File: src/rtl/sga_render_sequencer.sv
`default_nettype none
// ============================================================================
// Module      : sga_render_sequencer
// Description : Renders one Snake Game Arcade frame per start pulse. Walks
//               the snake body memory segment by segment, plots each segment
//               into a private shadow bitmap, overlays the apple, then commits
//               the finished bitmap to 'frame' in a single cycle and pulses
//               'render_done'. Optionally reports head-to-body collision.
// Optional    : SGA_RENDER_COLLISION_EN builds the head latch and comparator
//               behind 'is_at_body'; when undefined 'is_at_body' is tied 0.
// Ports       : clock, restart_n (sync active-low reset)
//               start, size, apple_x, apple_y    - pass request + parameters
//               seg_addr -> / seg_x, seg_y <-    - body memory read port
//               frame                            - committed bitmap (y*W+x)
//               busy, render_done, is_at_body    - status to control unit
//               db_state                         - state code for debug
// Revision    : 1.0 - initial release
// ============================================================================
module sga_render_sequencer #(
  parameter int MAX_SIZE = 16,
  parameter int ADDR_W   = 4,
  parameter int COORD_W  = 3
) (
  input  logic                          clock,
  input  logic                          restart_n,
  input  logic                          start,
  input  logic [ADDR_W:0]               size,
  input  logic [COORD_W-1:0]            apple_x,
  input  logic [COORD_W-1:0]            apple_y,
  output logic [ADDR_W-1:0]             seg_addr,
  input  logic [COORD_W-1:0]            seg_x,
  input  logic [COORD_W-1:0]            seg_y,
  output logic [(2**(2*COORD_W))-1:0]   frame,
  output logic                          busy,
  output logic                          render_done,
  output logic                          is_at_body,
  output logic [2:0]                    db_state
);

  localparam int BOARD_W = 2**COORD_W;
  localparam int FRAME_W = BOARD_W * BOARD_W;

  localparam logic [2:0] S_IDLE  = 3'd0;
  localparam logic [2:0] S_CLEAR = 3'd1;
  localparam logic [2:0] S_FETCH = 3'd2;
  localparam logic [2:0] S_PLOT  = 3'd3;
  localparam logic [2:0] S_APPLE = 3'd4;
  localparam logic [2:0] S_DONE  = 3'd5;

  localparam logic [ADDR_W:0]    MAX_N   = (ADDR_W+1)'(MAX_SIZE);
  localparam logic [ADDR_W:0]    N_ONE   = (ADDR_W+1)'(1);
  localparam logic [ADDR_W-1:0]  IDX_ONE = ADDR_W'(1);
  localparam logic [FRAME_W-1:0] BIT0    = FRAME_W'(1);

  logic [2:0]           state_q,    state_d;
  logic [ADDR_W:0]      n_q,        n_d;
  logic [COORD_W-1:0]   apple_x_q,  apple_x_d;
  logic [COORD_W-1:0]   apple_y_q,  apple_y_d;
  logic [ADDR_W-1:0]    idx_q,      idx_d;
  logic [ADDR_W-1:0]    seg_addr_q, seg_addr_d;
  logic [FRAME_W-1:0]   shadow_q,   shadow_d;
  logic [FRAME_W-1:0]   frame_q,    frame_d;

`ifdef SGA_RENDER_COLLISION_EN
  logic [COORD_W-1:0]   head_x_q,   head_x_d;
  logic [COORD_W-1:0]   head_y_q,   head_y_d;
  logic                 body_q,     body_d;
`endif

  logic [FRAME_W-1:0]   seg_bit;
  logic [FRAME_W-1:0]   apple_bit;
  logic                 last_seg;

  // {y, x} concatenated is exactly y*BOARD_W + x because BOARD_W is 2^COORD_W.
  assign seg_bit   = BIT0 << {seg_y, seg_x};
  assign apple_bit = BIT0 << {apple_y_q, apple_x_q};
  // Only evaluated in PLOT, where n_q is at least 1.
  assign last_seg  = ({1'b0, idx_q} == (n_q - N_ONE));

  always_comb begin
    state_d    = state_q;
    n_d        = n_q;
    apple_x_d  = apple_x_q;
    apple_y_d  = apple_y_q;
    idx_d      = idx_q;
    seg_addr_d = seg_addr_q;
    shadow_d   = shadow_q;
    frame_d    = frame_q;
`ifdef SGA_RENDER_COLLISION_EN
    head_x_d   = head_x_q;
    head_y_d   = head_y_q;
    body_d     = body_q;
`endif

    case (state_q)
      S_IDLE: begin
        if (start) begin
          n_d       = (size > MAX_N) ? MAX_N : size;
          apple_x_d = apple_x;
          apple_y_d = apple_y;
          state_d   = S_CLEAR;
        end
      end

      S_CLEAR: begin
        shadow_d = '0;
        idx_d    = '0;
`ifdef SGA_RENDER_COLLISION_EN
        body_d   = 1'b0;
`endif
        if (n_q == '0) begin
          state_d = S_APPLE;
        end else begin
          // Address is registered so it is stable for the whole FETCH cycle;
          // an empty snake never touches it.
          seg_addr_d = '0;
          state_d    = S_FETCH;
        end
      end

      S_FETCH: begin
        state_d = S_PLOT;
      end

      S_PLOT: begin
        shadow_d = shadow_q | seg_bit;
`ifdef SGA_RENDER_COLLISION_EN
        if (idx_q == '0) begin
          head_x_d = seg_x;
          head_y_d = seg_y;
        end else if ((seg_x == head_x_q) && (seg_y == head_y_q)) begin
          body_d = 1'b1;
        end
`endif
        if (last_seg) begin
          state_d = S_APPLE;
        end else begin
          idx_d      = idx_q + IDX_ONE;
          seg_addr_d = idx_q + IDX_ONE;
          state_d    = S_FETCH;
        end
      end

      S_APPLE: begin
        // Single-cycle commit: the display never sees a half-drawn board.
        frame_d = shadow_q | apple_bit;
        state_d = S_DONE;
      end

      S_DONE: begin
        state_d = S_IDLE;
      end

      default: begin
        state_d = S_IDLE;
      end
    endcase
  end

  always_ff @(posedge clock) begin
    if (!restart_n) begin
      state_q    <= S_IDLE;
      n_q        <= '0;
      apple_x_q  <= '0;
      apple_y_q  <= '0;
      idx_q      <= '0;
      seg_addr_q <= '0;
      shadow_q   <= '0;
      frame_q    <= '0;
`ifdef SGA_RENDER_COLLISION_EN
      head_x_q   <= '0;
      head_y_q   <= '0;
      body_q     <= 1'b0;
`endif
    end else begin
      state_q    <= state_d;
      n_q        <= n_d;
      apple_x_q  <= apple_x_d;
      apple_y_q  <= apple_y_d;
      idx_q      <= idx_d;
      seg_addr_q <= seg_addr_d;
      shadow_q   <= shadow_d;
      frame_q    <= frame_d;
`ifdef SGA_RENDER_COLLISION_EN
      head_x_q   <= head_x_d;
      head_y_q   <= head_y_d;
      body_q     <= body_d;
`endif
    end
  end

  assign seg_addr    = seg_addr_q;
  assign frame       = frame_q;
  assign busy        = (state_q != S_IDLE);
  assign render_done = (state_q == S_DONE);
  assign db_state    = state_q;

`ifdef SGA_RENDER_COLLISION_EN
  assign is_at_body  = body_q;
`else
  assign is_at_body  = 1'b0;
`endif

endmodule
`default_nettype wire

File: config.mk
export PLATFORM = sky130hd
export DESIGN_NAME = sga_render_sequencer
export DESIGN_NICKNAME = d
export VERILOG_FILES = /design/src/rtl/sga_render_sequencer.sv
export SDC_FILE = /design/constraint.sdc
export NUM_CORES = 1
export LEC_CHECK = 0
export CORE_UTILIZATION = 53
export CTS_CLUSTER_DIAMETER = 80
export CTS_CLUSTER_SIZE = 10
export DETAILED_ROUTE_END_ITERATION = 16
export GPL_TIMING_DRIVEN = 0
export PLACE_DENSITY = 0.88
export SYNTH_ARGS = -nofsm -noshare
export SYNTH_HDL_FRONTEND = slang
export SYNTH_SLANG_ARGS = --single-unit
File: constraint.sdc
create_clock -name clock -period 2.2 [get_ports clock]
set_clock_uncertainty 0.15 [all_clocks]
set_input_delay 0.66 -clock clock [delete_from_list [all_inputs] [get_ports clock]]
set_output_delay 0.66 -clock clock [all_outputs]
set_load 0.03 [all_outputs]
==> flow_summary.json, run 1 <==
{
  "status": "finished with violations",
  "violations": "setup timing",
  "postPlaceCellArea_mm2": 0.00694,
  "drc": 0,
  "routed_via_density": 5.73,
  "clk_pin_slew_ns": 0.06,
  "switching_share": 0.312,
  "cts_tree": "built",
  "hold_viol": 0,
  "grt_pass1_vias": 5290,
  "dieArea_mm2": 0.0115,
  "fill_cells": 832,
  "vias": 5786,
  "netlist_instances": 748,
  "cpPeakStageDelay_ns": 0.34,
  "synth.largest_area_cell": "dfxtp_1",
  "cts_buffers": 17,
  "h-tree-depth": 4,
  "setup_ws_ns": -0.0646,
  "start_util": 0.543,
  "globalplace.congestion": 0.921,
  "r2r_slack_ns": 0.13,
  "powerDensity_mw_per_mm2": 942,
  "endpoint_kind": "output pin",
  "cap_violations": 0,
  "synth_top_family_by_area": "simple AND/OR/NAND/NOR gates",
  "p_total_mw": 7.05,
  "p_comb_frac": 0.182,
  "switching_power_mw": 2.20,
  "cp_num_buf_inv": 3,
  "synthAdderAreaFrac": 0.00427,
  "p_int_mw": 4.85,
  "grt_pass1_wl_um": 26200,
  "yosysSeqAreaShare": 0.513,
  "rsz0062_at_grt": "yes",
  "path_cells": "buf_8 -> buf_8 -> nor3b_4 -> buf_6",
  "max_clock_freq_ghz": 0.442,
  "synth_cell_types": 47,
  "die_h_um": 107,
  "worstPathArrival_ns": 1.45,
  "hp-class": "flop to flop",
  "fp-row-count": 38,
  "utilization": 0.694,
  "drt-initial-drc-count": 704,
  "maxSlewHeadroom": 0.486,
  "fp.coreArea_mm2": 0.0108,
  "yosysMostFrequentCell": "nor2_1",
  "async_flop_share": 0,
  "cts.sink_count": 150,
  "synth_top_area_frac": 0.513,
  "hold_buffers": 0,
  "drive_gt1_frac": 0.0839,
  "hold_start": "seg_addr[1]$_SDFFE_PN0P_",
  "io_pins": 94,
  "r2r-start": "db_state[1]$_SDFFE_PN0P_",
  "syn_to_final_growth_pct": 27.9,
  "path_common_cell": "buf_8",
  "period_share": 1.03,
  "diodes": 0,
  "post-route-cell-area_mm2": 0.00749,
  "pwr-share-seq": 0.422,
  "synthXorXnorAreaFrac": 0.0115,
  "synth_edf_count": 0,
  "antenna_left": 0,
  "r2r_cells": 7,
  "io_buffers": 90,
  "layout_min_cycle_time_ns": 2.26,
  "syn_avg_cell_area_um2": 7.83,
  "path_delay_family": "buffers and inverters",
  "p_clk_frac": 0.395,
  "synth_seq_cells": 150,
  "p_leak_nw": 3.11,
  "holdPathEnd": "seg_addr[1]$_SDFFE_PN0P_",
  "synthTopCellsByCount": "nor2_1, dfxtp_1, a21oi_1, nor3_1, o21ai_1",
  "holdWs_ns": 0.303,
  "dpl_worst_slack_ns": -0.486,
  "syn-num-nets": 770,
  "syn_area_mm2": 0.00586,
  "gr-total-overflow": 0,
  "nets": 879,
  "min_path_cells": 2,
  "synthMuxAreaShare": 0.00171,
  "dr.pass1.iters": 5,
  "cpMaxStageDelayCell": "dfxtp_2",
  "ys_warn_count": 0,
  "synth_compound_area_frac": 0.141,
  "ctsRootBufferMaster": "clkbuf_8",
  "grtUsageTotal": 0.298,
  "yosys.area_share.simple": 0.288,
  "routed_wl_um": 16900,
  "slew_viol_final": 0,
  "synthFlopType": "dfxtp_1",
  "grt_max_degree": 17,
  "setup_viol": 2,
  "antenna_found_initial": 0,
  "wl_per_cell_um": 16.8,
  "synth.area.top_cells": "dfxtp_1, nor2_1, a21oi_1",
  "die_x_um": 107,
  "required_ns": 1.39,
  "r2r-end": "frame[33]$_SDFFE_PN0P_",
  "crit_path_max_fanout": 8,
  "crit_type": "flop to output pin",
  "max-clock-path-buffers": 2,
  "hpwl_um": 11100,
  "ir_drop_uv": 611,
  "worstSetupStartpointType": "flop",
  "clk_latency_ns": 0.53,
  "worstMarginPinSlew_ns": 0.765
}
[how the worst max path moves through the flow]
stage | from | depth (start not counted) | slack (ns) | end
floorplan | db_state[1]$_SDFFE_PN0P_ | 3 | 0.11 | render_done
global placement | restart_n | 5 | -0.47 | idx_q[1]$_SDFFE_PN0P_
detailed placement | restart_n | 5 | -0.49 | frame[0]$_SDFFE_PN0P_
CTS | db_state[1]$_SDFFE_PN0P_ | 4 | -0.11 | render_done
global route | db_state[1]$_SDFFE_PN0P_ | 4 | -0.09 | render_done
finish | db_state[1]$_SDFFE_PN0P_ | 4 | -0.06 | render_done
[layout by cell type, fill, tap and decap left out, types with 5 or more instances in the layout]
master             n
inv_6              6
clkbuf_1          25
nand2_1           37
nand2b_1          10
nand4_1            5
a21oi_1           76
o21ai_1           66
nor2_1           207
clkdlybuf4s50_1   17
nand3_1           11
inv_1              5
clkbuf_16         16
dlygate4sd2_1     70
dfxtp_1          147
buf_2             11
nor3_1            71
nand3b_1           7
[worst register-to-register path, delay by kind of cell (launching register included)]
kind / cells / cell delay (ns)
DFF: 1 / 0.35
and+or+nand+nor: 4 / 0.48
buffers and inverters: 3 / 1.03
[registers in the layout, summed over array words and instances, names as in the netlist]
| name | flops |
|---|---|
| apple_x_q | 3 |
| apple_y_q | 3 |
| db_state | 3 |
| frame | 64 |
| idx_q | 4 |
| n_q | 5 |
| seg_addr | 4 |
| shadow_q | 64 |
[power by group through the flow]
stage | Sequential, mW | Clock, mW | Combinational (mW)
5_1_grt | 2.99 | 2.91 | 1.37
3_3_place_gp | 3.03 | 0 | 1.30
2_1_floorplan | 3.29 | 0 | 0.554
3_5_place_dp | 3.03 | 0 | 1.32
6_report | 2.98 | 2.79 | 1.29
4_1_cts | 2.97 | 2.78 | 1.26
[routing by layer]
layer  routed length (µm)  track usage
met5                    0            0
met4                  510        0.134
met3                 1430       0.0699
met2                 7780        0.461
met1                 7220        0.396
[per-stage QoR]
| stage | std cells | setup TNS [ns] |
|---|---|---|
| after floorplan | 748 | 0 |
| after global placement | 978 | -32.97 |
| after detailed placement | 978 | -34.34 |
| after CTS | 1011 | -0.115 |
| after global routing | 1010 | -0.125 |
| final | 1010 | -0.0675 |
[cell families after synthesis]
kind of cell	count (synthesis)
buffers and inverters	56
flip-flops	150
AO/OA/AOI/OAI	156
adder cells (fa/ha/maj)	2
AND/OR/NAND/NOR	376
XOR/XNOR	6
other	1
multiplexers	1
[final cells by class]
class / instances / area (µm²) / area share
tap: 140 / 175 / 0.0234
multi-input combinational: 542 / 2650 / 0.353
clock buffer: 18 / 428 / 0.0571
buffer: 47 / 234 / 0.0312
sequential: 150 / 3010 / 0.401
clock inverter: 14 / 139 / 0.0185
timing repair buffer: 93 / 840 / 0.112
inverter: 6 / 22.5 / 0.00301
[what timing repair did]
action,4_1_cts,5_1_grt
setup endpoints to repair,75,62
gates cloned,0,0
gates resized for setup,96,12
setup buffers,1,2
pin swaps,1,2
Power figures use the tool's default switching activity.
==> run 2, diff against run 1 <==
- RECOVER_POWER: not set -> 50
- SLEW_MARGIN: not set -> 20
==> flow_summary.json, run 2 (synthesis gave the netlist of run 1 again) <==
{
  "p_leak_nw": 3.11,
  "slew_viol_final": 0,
  "drt-initial-drc-count": 705,
  "gr-total-overflow": 0,
  "dieArea_mm2": 0.0115,
  "grt_pass1_wl_um": 26200,
  "post-route-cell-area_mm2": 0.00749,
  "maxSlewHeadroom": 0.476,
  "path_delay_family": "buffers and inverters",
  "grtUsageTotal": 0.298,
  "r2r_cells": 7,
  "setup_viol": 2,
  "required_ns": 1.39,
  "wl_per_cell_um": 16.7,
  "io_pins": 94,
  "min_path_cells": 2,
  "cap_violations": 0,
  "worstPathArrival_ns": 1.45,
  "io_buffers": 90,
  "cpMaxStageDelayCell": "dfxtp_2",
  "endpoint_kind": "output pin",
  "period_share": 1.03,
  "crit_path_max_fanout": 8,
  "syn_to_final_growth_pct": 27.9,
  "p_int_mw": 4.85,
  "globalplace.congestion": 0.921,
  "antenna_left": 0,
  "switching_share": 0.312,
  "drc": 0,
  "cp_num_buf_inv": 3,
  "nets": 879,
  "pwr-share-seq": 0.422,
  "clk_latency_ns": 0.53,
  "cpPeakStageDelay_ns": 0.33,
  "start_util": 0.543,
  "r2r-end": "frame[33]$_SDFFE_PN0P_",
  "drive_gt1_frac": 0.0828,
  "cts_tree": "built",
  "routed_wl_um": 16900,
  "r2r_slack_ns": 0.12,
  "hpwl_um": 11100,
  "fp-row-count": 38,
  "dr.pass1.iters": 5,
  "hold_start": "seg_addr[1]$_SDFFE_PN0P_",
  "dpl_worst_slack_ns": -0.486,
  "cts_buffers": 17,
  "grt_max_degree": 17,
  "die_x_um": 107,
  "p_total_mw": 7.05,
  "postPlaceCellArea_mm2": 0.00694,
  "violations": "setup timing",
  "layout_min_cycle_time_ns": 2.26,
  "antenna_found_initial": 0,
  "path_cells": "buf_8 -> buf_8 -> nor3b_4 -> buf_6",
  "switching_power_mw": 2.20,
  "die_h_um": 107,
  "max-clock-path-buffers": 2,
  "cp_num_cells": 4,
  "hold_viol": 0,
  "routed_via_density": 5.73,
  "ir_drop_uv": 610,
  "hp-class": "flop to flop",
  "holdWs_ns": 0.303,
  "path_common_cell": "buf_8",
  "holdPathEnd": "seg_addr[1]$_SDFFE_PN0P_",
  "rsz0062_at_grt": "yes",
  "worstMarginPinSlew_ns": 0.778,
  "crit_type": "flop to output pin",
  "ctsRootBufferMaster": "clkbuf_8",
  "vias": 5787,
  "cts.sink_count": 150,
  "p_clk_frac": 0.396,
  "clk_pin_slew_ns": 0.06,
  "final_common_cell": "nor2_1",
  "p_comb_frac": 0.182,
  "diodes": 0,
  "max_clock_freq_ghz": 0.442,
  "fp.coreArea_mm2": 0.0108,
  "status": "finished with violations",
  "h-tree-depth": 4,
  "grt_pass1_vias": 5290,
  "r2r-start": "db_state[1]$_SDFFE_PN0P_",
  "layout_common_cells": "nor2_1, dfxtp_1, a21oi_1",
  "worstSetupStartpointType": "flop",
  "setup_ws_ns": -0.0632,
  "powerDensity_mw_per_mm2": 942
}
## run 2: changes by cell type in the layout (fill, tap and decap cells not counted), sizes merged
cell and change:
clkdlybuf4s50 -1, buf -2, dlygate4sd3 +1, clkbuf +2
## run 2: timing repair
action                                  CTS  global route
pin swaps                                 1             2
hold buffers                              0             0
cloned                                    0             0
gates resized for setup                  96            12
setup buffers                             1             2
endpoints found under the setup margin   75            62
## run 2: stage by stage
stage               utilization  TNS [ns]  std cells
floorplan                     -         0        748
global placement          0.643    -32.97        978
detailed placement        0.643    -34.34        978
CTS                       0.691    -0.115       1011
global route              0.694    -0.122       1010
finish                    0.694   -0.0659       1010
## run 2: power by group through the flow
stage / Sequential, mW / Clock, mW / Combinational [mW]
detailed placement: 3.03 / 0 / 1.32
global route: 2.99 / 2.91 / 1.37
global placement: 3.03 / 0 / 1.30
finish: 2.98 / 2.79 / 1.29
CTS: 2.97 / 2.78 / 1.26
floorplan: 3.29 / 0 / 0.554
## run 2: worst max path at each step
stage | from | end
final | db_state[1]$_SDFFE_PN0P_ | render_done
after global routing | db_state[1]$_SDFFE_PN0P_ | render_done
after CTS | db_state[1]$_SDFFE_PN0P_ | render_done
after detailed placement | restart_n | frame[0]$_SDFFE_PN0P_
after global placement | restart_n | idx_q[1]$_SDFFE_PN0P_
after floorplan | db_state[1]$_SDFFE_PN0P_ | render_done
## run 2: per-layer routing
metal | vias up | GRT usage | part of all wire
met4 | 0 | 0.134 | 0.031
li1 | 2742 | - | -
met1 | 2653 | 0.396 | 0.42
met3 | 56 | 0.0699 | 0.090
met2 | 336 | 0.461 | 0.46
met5 | - | 0 | 0
## run 2: layout make-up
| type | count | area, µm² |
|---|---|---|
| buffer | 47 | 233 |
| sequential | 150 | 3010 |
| fill | 833 | 3300 |
| inverter | 6 | 22.5 |
| clock inverter | 14 | 139 |
| clock buffer | 18 | 428 |
| timing repair buffer | 93 | 840 |
| tap | 140 | 175 |
| multi-input combinational | 542 | 2650 |
## run 2: tightest hold or removal path, cell delays in order, from the launching register on
cell and delay, ns:
dfxtp_1 0.31, nand2_1 0.05, o21ai_1 0.05
==> run 3, diff against run 2 <==
- HOLD_SLACK_MARGIN: not set -> 0.1
==> results of run 3 <==
No change in the layout: final DEF, timing and power equal those of run 2.
